## config.mk

```make
export PLATFORM = sky130hd
export DESIGN_NAME = instr_fetch_sequencer
export DESIGN_NICKNAME = d
export VERILOG_FILES = /design/src/rtl/instr_fetch_pkg.sv /design/src/rtl/instr_fetch_sequencer_prog_ram.sv /design/src/rtl/instr_fetch_sequencer.sv
export SDC_FILE = /design/constraint.sdc
export NUM_CORES = 1
export LEC_CHECK = 0
export ABC_AREA = 1
export CAP_MARGIN = 20
export CORE_UTILIZATION = 55
export DETAILED_ROUTE_END_ITERATION = 7
export HOLD_SLACK_MARGIN = 0.12
export PLACE_DENSITY = 0.84
export SYNTH_ARGS = -nofsm -noshare
export SYNTH_HDL_FRONTEND = slang
export SYNTH_HIERARCHICAL = 1
export SYNTH_SLANG_ARGS = --single-unit
```

## constraint.sdc

```tcl
create_clock -name Clock -period 2.55 [get_ports Clock]
set_clock_uncertainty 0.15 [all_clocks]
set_input_delay 0.51 -clock Clock [delete_from_list [all_inputs] [get_ports Clock]]
set_output_delay 0.51 -clock Clock [all_outputs]
set_load 0.01 [all_outputs]
```

## src/rtl/instr_fetch_pkg.sv

```systemverilog
// Shared types and constants for the instruction fetch sequencer.
package instr_fetch_pkg;

  localparam int unsigned AW_DEF      = 4;
  localparam int unsigned IW_DEF      = 9;
  localparam int unsigned OPC_W       = 3;
  localparam int unsigned HOLD_DEF    = 2;
  localparam int unsigned TIMEOUT_DEF = 16;

  localparam logic [OPC_W-1:0] OP_MV  = 3'b000;
  localparam logic [OPC_W-1:0] OP_ADD = 3'b001;
  localparam logic [OPC_W-1:0] OP_SUB = 3'b010;
  localparam logic [OPC_W-1:0] OP_MVI = 3'b011;

  typedef enum logic [2:0] {
    IDLE,
    ISSUE,
    IMM,
    WAIT_DONE,
    HALT
  } fetch_state_t;

  // Opcode lives in the top three bits of an instruction word.
  function automatic logic [OPC_W-1:0] opcode_of(input logic [IW_DEF-1:0] w);
    return w[IW_DEF-1 -: OPC_W];
  endfunction

endpackage

```

## src/rtl/instr_fetch_sequencer_prog_ram.sv

```systemverilog
// Program store: one synchronous write port, one combinational read port.
module instr_fetch_sequencer_prog_ram
  import instr_fetch_pkg::*;
#(
  parameter int unsigned AW = AW_DEF,
  parameter int unsigned IW = IW_DEF
) (
  input  logic          clk,
  input  logic          we,
  input  logic [AW-1:0] waddr,
  input  logic [IW-1:0] wdata,
  input  logic [AW-1:0] raddr,
  output logic [IW-1:0] rdata
);

  logic [IW-1:0] mem [2**AW];

  // Write port; contents are not reset.
  always_ff @(posedge clk) begin
    if (we) mem[waddr] <= wdata;
  end

  assign rdata = mem[raddr];

endmodule

```

## src/rtl/instr_fetch_sequencer.sv

```systemverilog
// Feeds instruction/immediate words to the processor and paces on its Done pulse.
module instr_fetch_sequencer
  import instr_fetch_pkg::*;
#(
  parameter int unsigned      AW          = AW_DEF,
  parameter int unsigned      IW          = IW_DEF,
  parameter int unsigned      HOLD_CYCLES = HOLD_DEF,
  parameter logic [OPC_W-1:0] MVI_OPCODE  = OP_MVI,
  parameter int unsigned      TIMEOUT     = TIMEOUT_DEF
) (
  input  logic          Clock,
  input  logic          Resetn,
  input  logic          start,
  input  logic          prog_we,
  input  logic [AW-1:0] prog_addr,
  input  logic [IW-1:0] prog_wdata,
  input  logic [AW-1:0] end_addr,
  input  logic          Done,
  output logic [IW-1:0] DIN,
  output logic          Run,
  output logic [AW-1:0] pc,
  output logic          busy,
  output logic          halted,
  output logic          timeout_err
);

  localparam int unsigned HW = $clog2(HOLD_CYCLES + 1);
  localparam int unsigned WW = $clog2(TIMEOUT + 1);

  fetch_state_t  state;
  logic [AW-1:0] end_q;
  logic [HW-1:0] hold_cnt;
  logic [WW-1:0] wait_cnt;
  logic          done_seen;
  logic          cur_mvi;

  logic [AW-1:0] rd_addr_c;
  logic [IW-1:0] rd_data_c;
  logic          ram_we_c;
  logic          hold_last_c;
  logic          is_last_c;

  // RAM is writable only while idle or halted, never while reset is held.
  assign ram_we_c    = prog_we && Resetn && ((state == IDLE) || (state == HALT));
  assign hold_last_c = (hold_cnt == HW'(HOLD_CYCLES - 1));
  assign is_last_c   = (pc == end_q) || (cur_mvi && ((pc + AW'(1)) == end_q));

  // Read address anticipates the word loaded on the next state transition.
  always_comb begin
    rd_addr_c = '0;
    case (state)
      ISSUE, IMM: rd_addr_c = pc + AW'(1);
      WAIT_DONE:  rd_addr_c = cur_mvi ? (pc + AW'(2)) : (pc + AW'(1));
      default:    rd_addr_c = '0;
    endcase
  end

  instr_fetch_sequencer_prog_ram #(
    .AW(AW),
    .IW(IW)
  ) u_prog_ram (
    .clk  (Clock),
    .we   (ram_we_c),
    .waddr(prog_addr),
    .wdata(prog_wdata),
    .raddr(rd_addr_c),
    .rdata(rd_data_c)
  );

  // Sequencer FSM with registered DIN/Run/status outputs.
  always_ff @(posedge Clock or negedge Resetn) begin
    if (!Resetn) begin
      state       <= IDLE;
      pc          <= '0;
      end_q       <= '0;
      DIN         <= '0;
      Run         <= 1'b0;
      busy        <= 1'b0;
      halted      <= 1'b0;
      timeout_err <= 1'b0;
      hold_cnt    <= '0;
      wait_cnt    <= '0;
      done_seen   <= 1'b0;
      cur_mvi     <= 1'b0;
    end else begin
      case (state)
        IDLE, HALT: begin
          if (start) begin
            state       <= ISSUE;
            pc          <= '0;
            end_q       <= end_addr;
            timeout_err <= 1'b0;
            DIN         <= rd_data_c;
            Run         <= 1'b1;
            busy        <= 1'b1;
            halted      <= 1'b0;
            hold_cnt    <= '0;
            done_seen   <= 1'b0;
          end
        end
        ISSUE: begin
          if (Done) done_seen <= 1'b1;
          if (hold_last_c) begin
            hold_cnt <= '0;
            wait_cnt <= '0;
            if (opcode_of(DIN) == MVI_OPCODE) begin
              state   <= IMM;
              DIN     <= rd_data_c;
              cur_mvi <= 1'b1;
            end else begin
              state   <= WAIT_DONE;
              cur_mvi <= 1'b0;
            end
          end else begin
            hold_cnt <= hold_cnt + HW'(1);
          end
        end
        IMM: begin
          if (Done) done_seen <= 1'b1;
          if (hold_last_c) begin
            hold_cnt <= '0;
            wait_cnt <= '0;
            state    <= WAIT_DONE;
          end else begin
            hold_cnt <= hold_cnt + HW'(1);
          end
        end
        WAIT_DONE: begin
          if (Done || done_seen) begin
            done_seen <= 1'b0;
            if (is_last_c) begin
              state  <= HALT;
              DIN    <= '0;
              Run    <= 1'b0;
              busy   <= 1'b0;
              halted <= 1'b1;
            end else begin
              state    <= ISSUE;
              pc       <= rd_addr_c;
              DIN      <= rd_data_c;
              hold_cnt <= '0;
            end
          end else if (wait_cnt == WW'(TIMEOUT - 1)) begin
            timeout_err <= 1'b1;
            state       <= HALT;
            DIN         <= '0;
            Run         <= 1'b0;
            busy        <= 1'b0;
            halted      <= 1'b1;
          end else begin
            wait_cnt <= wait_cnt + WW'(1);
          end
        end
        default: state <= IDLE;
      endcase
    end
  end

endmodule

```

==> flow_metrics.env <==
export IMPL_outcome="finished, final reports clean"
export IMPL_gp_congestion=0.833
export IMPL_netlist_instances=857
export IMPL_grt_overflow=0
export IMPL_cts_tree="yes"
export IMPL_numCtsBuffers=17
export IMPL_required_ns=2.77
export IMPL_grt_max_degree=73
export IMPL_antenna_found_initial=0
export IMPL_ys_flop_type="edfxtp_1"
export IMPL_drc_errors=0
export IMPL_synth_area_sq_um=8220
export IMPL_arrival_ns=2.68
export IMPL_firstDrtPassIters=5
export IMPL_seqCellArea_sq_um=5120
export IMPL_grt_first_pass_wirelength_mm=30.0
export IMPL_grt_usage_pct=25.2
export IMPL_grt_pass1_vias=5905
export IMPL_hp_class="flip-flop to flip-flop"
export IMPL_n_antenna_cell=0
export IMPL_cp_max_fo=17
export IMPL_hold_viol=0
export IMPL_ys_seq_area_share_pct=62.3
export IMPL_ff2ff_path_depth=17
export IMPL_synth_compound_area_share_pct=2.22
export IMPL_rr_startpoint="state[2]$_DFFE_PN0P_"
export IMPL_synth_simple_area_share_pct=24.5
export IMPL_fin_crit_ns=2.46
export IMPL_h_tree_depth=4
export IMPL_period_share_pct=96.5
export IMPL_die_area_sq_um=15400
export IMPL_clock_fmax_mhz=406
export IMPL_drv_slew=0
export IMPL_cpMostUsedCell="nand2_1"
export IMPL_max_slew_margin_pct=49.4
export IMPL_synth_cell_type_count=37
export IMPL_r2r_slack_ns=0.09
export IMPL_hp_start="halted$_DFFE_PN0P_"
export IMPL_worst_slack_ns=0.0882
export IMPL_vias=6200
export IMPL_wirelength_mm=19.8
export IMPL_criticalPathCategory="flip-flop to flip-flop"
export IMPL_muxShareOfSynthArea_pct=0
export IMPL_routedWlPerCell_microns=17.6
export IMPL_drt_initial_drc_count=738
export IMPL_worstPathCellList="nor2_4, nand2_1, nand2_1, inv_2, o21bai_4, buf_6, buf_12, nand2_1, nand2_1, nand2_1, nand3_1, nand3_1, nand2_1, inv_1, nor2_1, nand2_1, nand2_1"
export IMPL_synthXorXnorAreaFrac_pct=0.426
export IMPL_dp_hpwl_mm=11.7
export IMPL_synth_area_per_cell_sq_um=9.59
export IMPL_syn_num_nets=883
export IMPL_r2r_end="DIN[6]$_DFFE_PN0P_"
export IMPL_multi_input_area_sq_um=2320
export IMPL_total_power_w=0.0127
export IMPL_min_path_cells=2
export IMPL_power_leakage_nw=4.31
export IMPL_critical_path_slowest_cell="dfrtp_1"
export IMPL_ys_ff_latch=176
export IMPL_critPathLaunchType="flip-flop"
export IMPL_final_common_cell="nand2_1"
export IMPL_holdWs_ns=0.327
export IMPL_nets=951
export IMPL_clockBufferDepth=2
export IMPL_ys_warnings_count=6
export IMPL_critPathCaptureType="flip-flop"
export IMPL_cpPeakStageDelay_ns=0.41
export IMPL_die_height_microns=124
export IMPL_finalSetupViolCount=0
export IMPL_synth_top_family_by_area="simple AND/OR/NAND/NOR gates"
export IMPL_clk_latency_ns=0.43
export IMPL_fillers=1068
export IMPL_clock_sink_count=176
export IMPL_portBuffers=38
export IMPL_clkTransAtPathRegs_ns=0.06
export IMPL_drv_cap=0
export IMPL_setup_tns_ns=0
export IMPL_chipWidth_microns=124
export IMPL_clockRootBuffer="clkbuf_16"
export IMPL_postRouteAntennaNets=0
export IMPL_synthArstFlopShare_pct=18.2
export IMPL_syn_to_final_growth_pct=16.8
export IMPL_synth_edf_count=144
export IMPL_core_sq_um=14500
export IMPL_pre_cts_slack_ns=0.0982
export IMPL_start_util_pct=56.6
export IMPL_layout_drive_gt1_share_pct=10.4
export IMPL_vias_per_cell=5.53
export IMPL_p_per_area_nw_per_um2=1320
export IMPL_tightest_slew_ns=0.756
export IMPL_final_cell_mix="nand2_1 (281), edfxtp_1 (144), inv_1 (141), nand3_1 (127), clkdlybuf4s50_1 (38)"
export IMPL_row_count=44
export IMPL_io_pins=39
export IMPL_min_to="halted$_DFFE_PN0P_"
export IMPL_ir_worst_vdd_mv=0.938
export IMPL_synth_fa_ha_area_share_pct=0.609
export IMPL_hold_buffers=0
[cell type report]
class,count,share of cell area [%]
Sequential cell,176,53.4
Timing Repair Buffer,76,8.11
Timing Repair inverter,3,0.274
Multi-Input combinational cell,502,24.1
Clock buffer,20,4.55
Inverter,149,6.28
Tap cell,184,2.40
Clock inverter,12,0.886
[cell families (layout without fill, tap and decap cells)]
group,count (synthesis),in the layout
compound gates,28,28
xor+xnor,4,4
fa+ha+maj,4,4
buf+inv,179,260
flops,176,176
simple gates,466,466
[per-layer routing]
layer	wire [microns]	global-route usage (%)	up-vias
met5	0	0	-
met4	547	10.8	0
met3	2010	5.50	47
met2	9680	41.3	376
met1	7530	32.3	2895
li1	-	-	2882
[registers in the layout, indices dropped and copies added, names as in the netlist]
signal,flops
state,3
done_seen,1
cur_mvi,1
u_prog_ram/mem,144
DIN,9
wait_cnt,5
busy,1
hold_cnt,2
pc,4
halted,1
timeout_err,1
end_q,4
[through the flow]
step / cells / util [%] / cell area [sq um]
after global routing: 1122 / 66.1 / 9600
after global placement: 1079 / 60.9 / 8850
after detailed placement: 1079 / 60.9 / 8850
final: 1122 / 66.1 / 9600
after CTS: 1111 / 64.5 / 9370
after floorplan: 857 / - / 8220
[power breakdown]
part	leakage (nW)	switching [W]	internal [W]	total, W
combinational	2.35	0.00429	0.00247	0.00676
sequential	1.71	0.000207	0.00335	0.00355
clock	0.251	0.00109	0.00125	0.00234
total	4.31	0.00559	0.00706	0.0127
[cell usage after synthesis (2+ instances only)]
cell | n | area (sq um)
nand2_1 | 282 | 1060
dfrtp_1 | 32 | 801
nand2_4 | 4 | 45.0
clkinv_1 | 2 | 7.51
o21ai_0 | 11 | 55.1
nor2_4 | 3 | 33.8
buf_4 | 12 | 90.1
nor2_2 | 3 | 18.8
buf_6 | 9 | 101
xor2_1 | 2 | 17.5
nor2_1 | 36 | 135
inv_1 | 141 | 529
nand3_1 | 128 | 641
a31oi_1 | 2 | 12.5
a21oi_1 | 5 | 25.0
o31ai_1 | 2 | 15.0
inv_2 | 4 | 15.0
nand3b_1 | 3 | 22.5
nand2_2 | 4 | 25.0
o21bai_1 | 2 | 15.0
xnor2_1 | 2 | 17.5
edfxtp_1 | 144 | 4320
ha_1 | 4 | 50.1
buf_2 | 7 | 35.0
[critical path, delay by kind of cell, from the launching register on]
kind / cells / cell delay, ns
and+or+nand+nor: 12 / 1.12
buffers and inverters: 4 / 0.50
DFF: 1 / 0.41
AOI/OAI and AO/OA: 1 / 0.21
[worst max-delay path by stage]
stage / from / end / slack, ns / depth (start not counted)
final: state[2]$_DFFE_PN0P_ / DIN[6]$_DFFE_PN0P_ / 0.09 / 17
after floorplan: state[0]$_DFFE_PN0P_ / DIN[4]$_DFFE_PN0P_ / 0.28 / 18
after detailed placement: pc[0]$_DFFE_PN0P_ / DIN[1]$_DFFE_PN0P_ / 0.1 / 13
after CTS: pc[0]$_DFFE_PN0P_ / DIN[1]$_DFFE_PN0P_ / 0.06 / 13
after global placement: prog_we / u_prog_ram/mem[6][3]$_DFFE_PP_ / 0.17 / 7
after global routing: state[0]$_DFFE_PN0P_ / DIN[2]$_DFFE_PN0P_ / -0.03 / 17
[what timing repair did]
action / CTS / global route
resized for setup: 0 / 23
endpoints found under the hold margin: 0 / 0
endpoints found under the setup margin: 0 / 9
buffers inserted: 0 / 6
No activity file was read; power rests on OpenSTA's default activity.
